### src/rtl/serial_sub_pkg.sv
// Shared constants and FSM encoding for the bit-serial subtractor.
package serial_sub_pkg;

    localparam int unsigned DefaultWidth = 8;

    typedef enum logic [1:0] {
        StIdle  = 2'd0,
        StShift = 2'd1,
        StDone  = 2'd2
    } state_e;

endpackage

### src/rtl/serial_sub_fs.sv
// Combinational one-bit full subtractor: diff = a - b - bin, bw = borrow-out.
module fs (
    input  logic a,
    input  logic b,
    input  logic bin,
    output logic diff,
    output logic bw
);

    assign diff = a ^ b ^ bin;
    assign bw   = (~a & b) | (~a & bin) | (b & bin);

endmodule

### src/rtl/serial_sub_ctrl.sv
// Bit-serial subtractor: one full-subtractor cell iterated LSB-first over WIDTH SHIFT cycles.
module serial_sub_ctrl
    import serial_sub_pkg::*;
#(
    parameter int unsigned WIDTH = DefaultWidth
) (
    input  logic             clk,
    input  logic             rst,
    input  logic             start,
    input  logic [WIDTH-1:0] a,
    input  logic [WIDTH-1:0] b,
    input  logic             bin,
    output logic             ready,
    output logic             busy,
    output logic             done,
    output logic [WIDTH-1:0] diff,
    output logic             bw,
    output logic             ovf
);

    localparam int unsigned     CntW    = (WIDTH > 1) ? $clog2(WIDTH) : 1;
    localparam logic [CntW-1:0] LastCnt = CntW'(WIDTH - 1);

    state_e          state;
    logic [WIDTH-1:0] a_sr;
    logic [WIDTH-1:0] b_sr;
    logic [WIDTH-1:0] res;
    logic [CntW-1:0]  cnt;
    logic             brw;
    logic             a_msb;
    logic             b_msb;
    logic             cell_d;
    logic             cell_bw;

    fs u_fs (
        .a    (a_sr[0]),
        .b    (b_sr[0]),
        .bin  (brw),
        .diff (cell_d),
        .bw   (cell_bw)
    );

    assign diff = res;
    assign bw   = brw;

    always_ff @(posedge clk or posedge rst) begin
        if (rst) begin
            state <= StIdle;
            a_sr  <= '0;
            b_sr  <= '0;
            res   <= '0;
            cnt   <= '0;
            brw   <= 1'b0;
            a_msb <= 1'b0;
            b_msb <= 1'b0;
            ready <= 1'b1;
            busy  <= 1'b0;
            done  <= 1'b0;
            ovf   <= 1'b0;
        end else begin
            unique case (state)
                StIdle: begin
                    if (start) begin
                        a_sr  <= a;
                        b_sr  <= b;
                        brw   <= bin;
                        cnt   <= '0;
                        a_msb <= a[WIDTH-1];
                        b_msb <= b[WIDTH-1];
                        ovf   <= 1'b0;
                        ready <= 1'b0;
                        busy  <= 1'b1;
                        state <= StShift;
                    end
                end
                StShift: begin
                    // Result fills from the top so the first (LSB) bit lands in bit 0.
                    res  <= {cell_d, res[WIDTH-1:1]};
                    brw  <= cell_bw;
                    a_sr <= a_sr >> 1;
                    b_sr <= b_sr >> 1;
                    cnt  <= cnt + 1'b1;
                    if (cnt == LastCnt) begin
                        // cell_d is the result MSB on this final edge.
                        ovf   <= (a_msb != b_msb) && (cell_d != a_msb);
                        busy  <= 1'b0;
                        done  <= 1'b1;
                        state <= StDone;
                    end
                end
                StDone: begin
                    done  <= 1'b0;
                    ready <= 1'b1;
                    state <= StIdle;
                end
                default: begin
                    ready <= 1'b1;
                    busy  <= 1'b0;
                    done  <= 1'b0;
                    state <= StIdle;
                end
            endcase
        end
    end

endmodule

### config.mk
export PLATFORM = sky130hd
export DESIGN_NAME = serial_sub_ctrl
export DESIGN_NICKNAME = d
export VERILOG_FILES = /design/src/rtl/serial_sub_pkg.sv /design/src/rtl/serial_sub_fs.sv /design/src/rtl/serial_sub_ctrl.sv
export SDC_FILE = /design/constraint.sdc
export NUM_CORES = 1
export LEC_CHECK = 0
export CORE_UTILIZATION = 45
export DETAILED_ROUTE_END_ITERATION = 10
export PLACE_DENSITY = 0.72
export SLEW_MARGIN = 30
export SYNTH_ARGS = -nofsm -noshare
export SYNTH_HDL_FRONTEND = slang
export SYNTH_SLANG_ARGS = --single-unit
### constraint.sdc
create_clock -name clk -period 3.6 [get_ports clk]
set_input_delay 0.72 -clock clk [delete_from_list [all_inputs] [get_ports clk]]
set_output_delay 0.72 -clock clk [all_outputs]
set_load 0.05 [all_outputs]
After elaboration in Yosys (flattened, before gate mapping)
Cells that the tools add are included.
{ "totals": {"in_bits": 20, "elab_cells": 61, "output_inout_bits": 13, "reg_bits": 36} }
{ "op_classes": {"n_addsub": 1, "bitwise": 11, "eq_ne": 7, "reduce_logical": 10, "n_mux": 20} }
{ "op_table": {"columns": ["op", "n"], "rows": [
  ["case mux 8 bit (2 select lines)", 2],
  ["2-to-1 mux 8 bit", 2],
  ["AND reduction 2 bit", 5],
  ["case mux 1 bit (2 select lines)", 4],
  ["2-to-1 mux 1 bit", 6],
  ["case mux 3 bit (2 select lines)", 1],
  ["AND reduction 3 bit", 2],
  ["2-to-1 mux 2 bit", 2],
  ["!= test 2 bit, second input constant", 2],
  ["NOT 1 bit", 4],
  ["case mux 2 bit (2 select lines)", 1],
  ["adder 3 x 1 -> 3 bit, second input constant", 1],
  ["bitwise AND 1 bit", 3],
  ["equality test 3 bit, second input constant", 1],
  ["2-to-1 mux 3 bit", 1],
  ["case mux 1 bit (3 select lines)", 1],
  ["equality test 2 x 1 -> 1 bit, second input constant", 1],
  ["equality test 2 bit, second input constant", 1],
  ["logical NOT 2 bit", 1],
  ["!= test 1 bit", 2],
  ["OR 1 bit", 2],
  ["nonzero test 2 bit", 1],
  ["bitwise XOR 1 bit", 2],
  ["logical AND 1 bit", 1]
]} }

Depth between registers and ports, before layout
{ "depth": {"ltp_word": 6, "mapped_depth": 6, "depth_no_buf": 5} }

By module
From an unflattened synthesis, not the netlist that was laid out.
{ "hier_totals": {"cells_unflattened": 134, "hier_area_um2": 1610.3} }
{ "by_module_without_submodules": {"columns": ["mod", "seq_area_each_um2", "area_each_um2", "cells_per_inst", "n_inst"], "rows": [
  ["serial_sub_ctrl", 902.1, 1582.8, 131, 1],
  ["fs", 0.0, 27.5, 3, 1]
]} }

Least setup slack after synthesis
OpenSTA, ideal clock, no wires.
{ "synth_path": {"kind": "register to register", "startpoint": "register brw, in the netlist bw", "endpoint": "register ovf", "path_stages_with_launch": 5, "setup_time_ns": 0.125, "period_less_slack_ns": 1.609, "arrival_time_ns": 1.484, "setup_slack_ns": 1.991, "path_buffers": 0, "required_time_ns": 3.475, "cell_sequence": "dfrtp_1 > fa_1 > and3b_1 > a21oi_1 > o21ai_1"} }
{ "synth_between": {"elab_chain_len": 5} }
{ "synth_rtl": {"columns": ["element", "line_no", "rtl"], "rows": [
  ["start: declaration", "serial_sub_ctrl.sv:29", "logic brw;"],
  ["start signal: assignment", "serial_sub_ctrl.sv:66", "brw <= bin;"],
  ["start signal: assignment", "serial_sub_ctrl.sv:79", "brw <= cell_bw;"],
  ["bitwise XOR 1 bit", "serial_sub_fs.sv:10", "assign diff = a ^ b ^ bin;"],
  ["!= test 1 bit", "serial_sub_ctrl.sv:85", "ovf <= (a_msb != b_msb) && (cell_d != a_msb);"],
  ["logical AND 1 bit", "serial_sub_ctrl.sv:85", null],
  ["2-to-1 mux 1 bit", "serial_sub_ctrl.sv:83", "if (cnt == LastCnt) begin"],
  ["case mux 1 bit (2 select lines)", "serial_sub_ctrl.sv:61", "unique case (state)"],
  ["end signal: assignment", "serial_sub_ctrl.sv:85", null],
  ["end: declaration", "serial_sub_ctrl.sv:18", "output logic ovf"]
]} }
No other way between the ends. The select of a mux whose other input is x is not followed.
A chain may end at the register's enable or synchronous reset.

Final worst setup path
{ "layout_path": {"startpoint": "register ready", "endpoint": "output port ready"} }
{ "layout_lines": {"columns": ["element", "line_no", "rtl"], "rows": [
  ["start: declaration", "serial_sub_ctrl.sv:13", "output logic ready,"],
  ["start signal: assignment", "serial_sub_ctrl.sv:56", "ready <= 1'b1;"],
  ["start signal: assignment", "serial_sub_ctrl.sv:71", "ready <= 1'b0;"],
  ["start signal: assignment", "serial_sub_ctrl.sv:93", "ready <= 1'b1;"]
]} }
No word-level cell between the ends.

==> flow_metrics.py <==
metrics = {
    "placement": {
        "place_ws_ps": 1284,
        "dpl.hpwl_mm": 1.982,
        "place.gp.congestion": 0.6958,
        "io_buffers": 32,
    },
    "outcome": {
        "status": "completed",
    },
    "routing": {
        "vias": 1141,
        "viasPerCell": 4.918,
        "ant_nets": 0,
        "drc": 0,
        "wl_per_cell_um": 11.96,
        "drtPass1Iterations": 2,
        "wirelength_mm": 2.775,
        "drt_iter0_markers": 30,
    },
    "global_routing": {
        "globalRouteTotalUtil_pct": 16.98,
        "grt_overflow": 0,
        "grt_antenna_before_repair": 0,
        "grt_pass1_wl_mm": 4.422,
        "first_global_vias": 992,
        "grt_max_degree": 37,
    },
    "sta": {
        "finalHoldViolCount": 0,
        "fin_crit_sh_pct": 66.06,
        "rsz0062_at_grt": "false",
        "skew_ps": 4.246,
        "report.final.slew_viol_count": 0,
        "slew_headroom_pct": 43.33,
        "min_period_ps": 2378,
        "setup_tns_ps": 0,
        "hold_slack_ps": 482.6,
        "worst_slack_ps": 1222,
        "max_slew.worst_pin.slew_ps": 850.0,
        "fmax_mhz": 420.5,
        "setup_violations": 0,
    },
    "yosys": {
        "synth_nets": 174,
        "yosysSeqAreaShare_pct": 57.04,
        "ys_types": 22,
        "ys_async_sr_fraction_pct": 100.0,
        "synth_area_um2": 1582,
        "synth_edf_count": 0,
        "syn_avg_cell_area_um2": 10.47,
        "ys_ff_latch": 36,
        "ys_warn_count": 0,
        "yosys_most_used_dff": "dfrtp_1",
        "syn-instance-count": 151,
    },
    "clocking": {
        "cts_max_level": 2,
        "postCtsSetupBuffers": 0,
        "cts_tree": "built",
        "cts_inserted_buffers": 5,
        "holdBufCountCts": 0,
        "cts-root-buf": "clkbuf_4",
        "clk_pin_slew_worst_paths_ps": 100,
        "clk_latency_ps": 330,
        "cts_resized": 0,
        "clockBufferDepth": 2,
        "cts.sinks": 36,
    },
    "cells_and_area": {
        "n_antenna_cell": 0,
        "nets": 208,
        "area_growth_pct": 25.87,
        "fillerInstances": 313,
        "final_cell_mix": "41 x nand2_1, 35 x dfrtp_1, 32 x clkdlybuf4s50_1",
        "final_layout_size_suffix_gt1_share_pct": 5.914,
        "final_common_cell": "nand2_1",
    },
    "floorplanning": {
        "io_pins": 33,
        "fp-row-count": 21,
        "die_w_um": 61.29,
        "die_y_um": 61.29,
        "start_util_pct": 47.02,
        "core_area_um2": 3363,
        "die-area_um2": 3756,
    },
    "setup_path": {
        "crit_family": "buffers and inverters",
        "critPathLaunchType": "flop",
        "path_buf_inv": 1,
        "path_cells": "clkdlybuf4s50_1",
        "crit_type": "reg2out",
        "cpPeakStageDelay_ps": 790,
        "crit_fanout": 2,
        "crit_required_ps": 2880,
        "arrival_ps": 1660,
        "cp-end-kind": "primary output",
        "worst_path_max_delay_cell": "clkdlybuf4s50_1",
        "reg2reg_slack_ps": 1750,
    },
    "power_and_ir_drop": {
        "sw_frac_of_total_pct": 42.59,
        "leakage_nw": 0.9329,
        "power_switching_mw": 0.7730,
        "power.share.sequential_pct": 39.0,
        "power.total_mw": 1.815,
        "power_density_nw_per_um2": 911.7,
        "power_frac_clock_pct": 12.1,
        "combPwrFrac_pct": 48.9,
        "vdd.ir_drop.worst_v": 0.0003160,
        "internal_power_mw": 1.042,
    },
    "flow_run": {
        "drv_cap": 0,
    },
    "min_path": {
        "min_path_type": "reg2reg",
    },
}
## path summary, 6_finish.rpt
path | startpoint | endpoint | depth (start not counted)
max | ready | ready | 1
min | diff[0] | diff[0] | 2
max reg2reg | state[0] | bw | 4
min reg2reg | diff[0] | diff[0] | 2
max in group asynchronous | rst | ready | 3
min in group asynchronous | rst | diff[5] | 3
## cell families (layout without fill, tap and decap cells)
logic type,Yosys count,after routing,synth area share [%]
DFF,36,36,57.04
buffers and inverters,11,46,4.114
adders and majority gates,3,3,2.848
AOI/OAI and AO/OA,32,32,11.08
and+or+nand+nor,52,52,14.00
muxes,17,17,10.92
## final cells by class
class / count / area [µm²] / area share [%]
multi-input cells: 104 / 618.1 / 31.05
clock buffers: 8 / 58.81 / 2.954
repair buffers: 35 / 342.8 / 17.22
inverters: 3 / 11.26 / 0.5657
well taps: 46 / 57.56 / 2.891
flip-flops and latches: 36 / 902.1 / 45.32
## power groups by stage
stage | combinational, mW | sequential (mW) | clock, mW
5_1_grt | 0.972 | 0.732 | 0.249
3_5_place_dp | 0.900 | 0.720 | 0
4_1_cts | 0.900 | 0.710 | 0.228
2_1_floorplan | 0.453 | 0.924 | 0
3_3_place_gp | 0.879 | 0.711 | 0
6_report | 0.887 | 0.708 | 0.220
## registers in the layout, indices dropped and copies added (netlist names)
signal  count
cnt         3
a_msb       1
ovf         1
ready       1
diff        8
state       2
done        1
b_msb       1
b_sr        8
a_sr        8
bw          1
busy        1
## metal layers
metal	track usage, %	vias to the layer above	part of all wire [%]
met3	6.933	5	5.6
met4	6.818	0	1.1
met1	20.44	537	45
met2	27.17	29	49
li1	-	570	-
met5	0	-	0
## through the flow
stage | instances | instance area, µm² | utilization, %
after floorplan | 151 | 1582 | -
after global placement | 224 | 1932 | 57.44
after detailed placement | 224 | 1932 | 57.44
after CTS | 232 | 1991 | 59.19
after global routing | 232 | 1991 | 59.19
final | 232 | 1991 | 59.19
## cells in the mapped netlist (2+ instances only)
library cell,number,share of area [%]
a21oi_1,5,1.6
nor2_1,2,0.47
mux2i_1,15,9.5
inv_1,3,0.71
a21o_1,2,0.95
nand2_1,41,9.7
buf_2,4,1.3
o21ai_1,18,5.7
mux2_1,2,1.4
a22o_1,2,1.1
ha_1,2,1.6
o21ai_0,4,1.3
buf_4,3,1.4
nand2b_1,2,0.79
nor2b_1,5,2.0
dfrtp_1,35,55
Power figures use the tool's default switching activity.
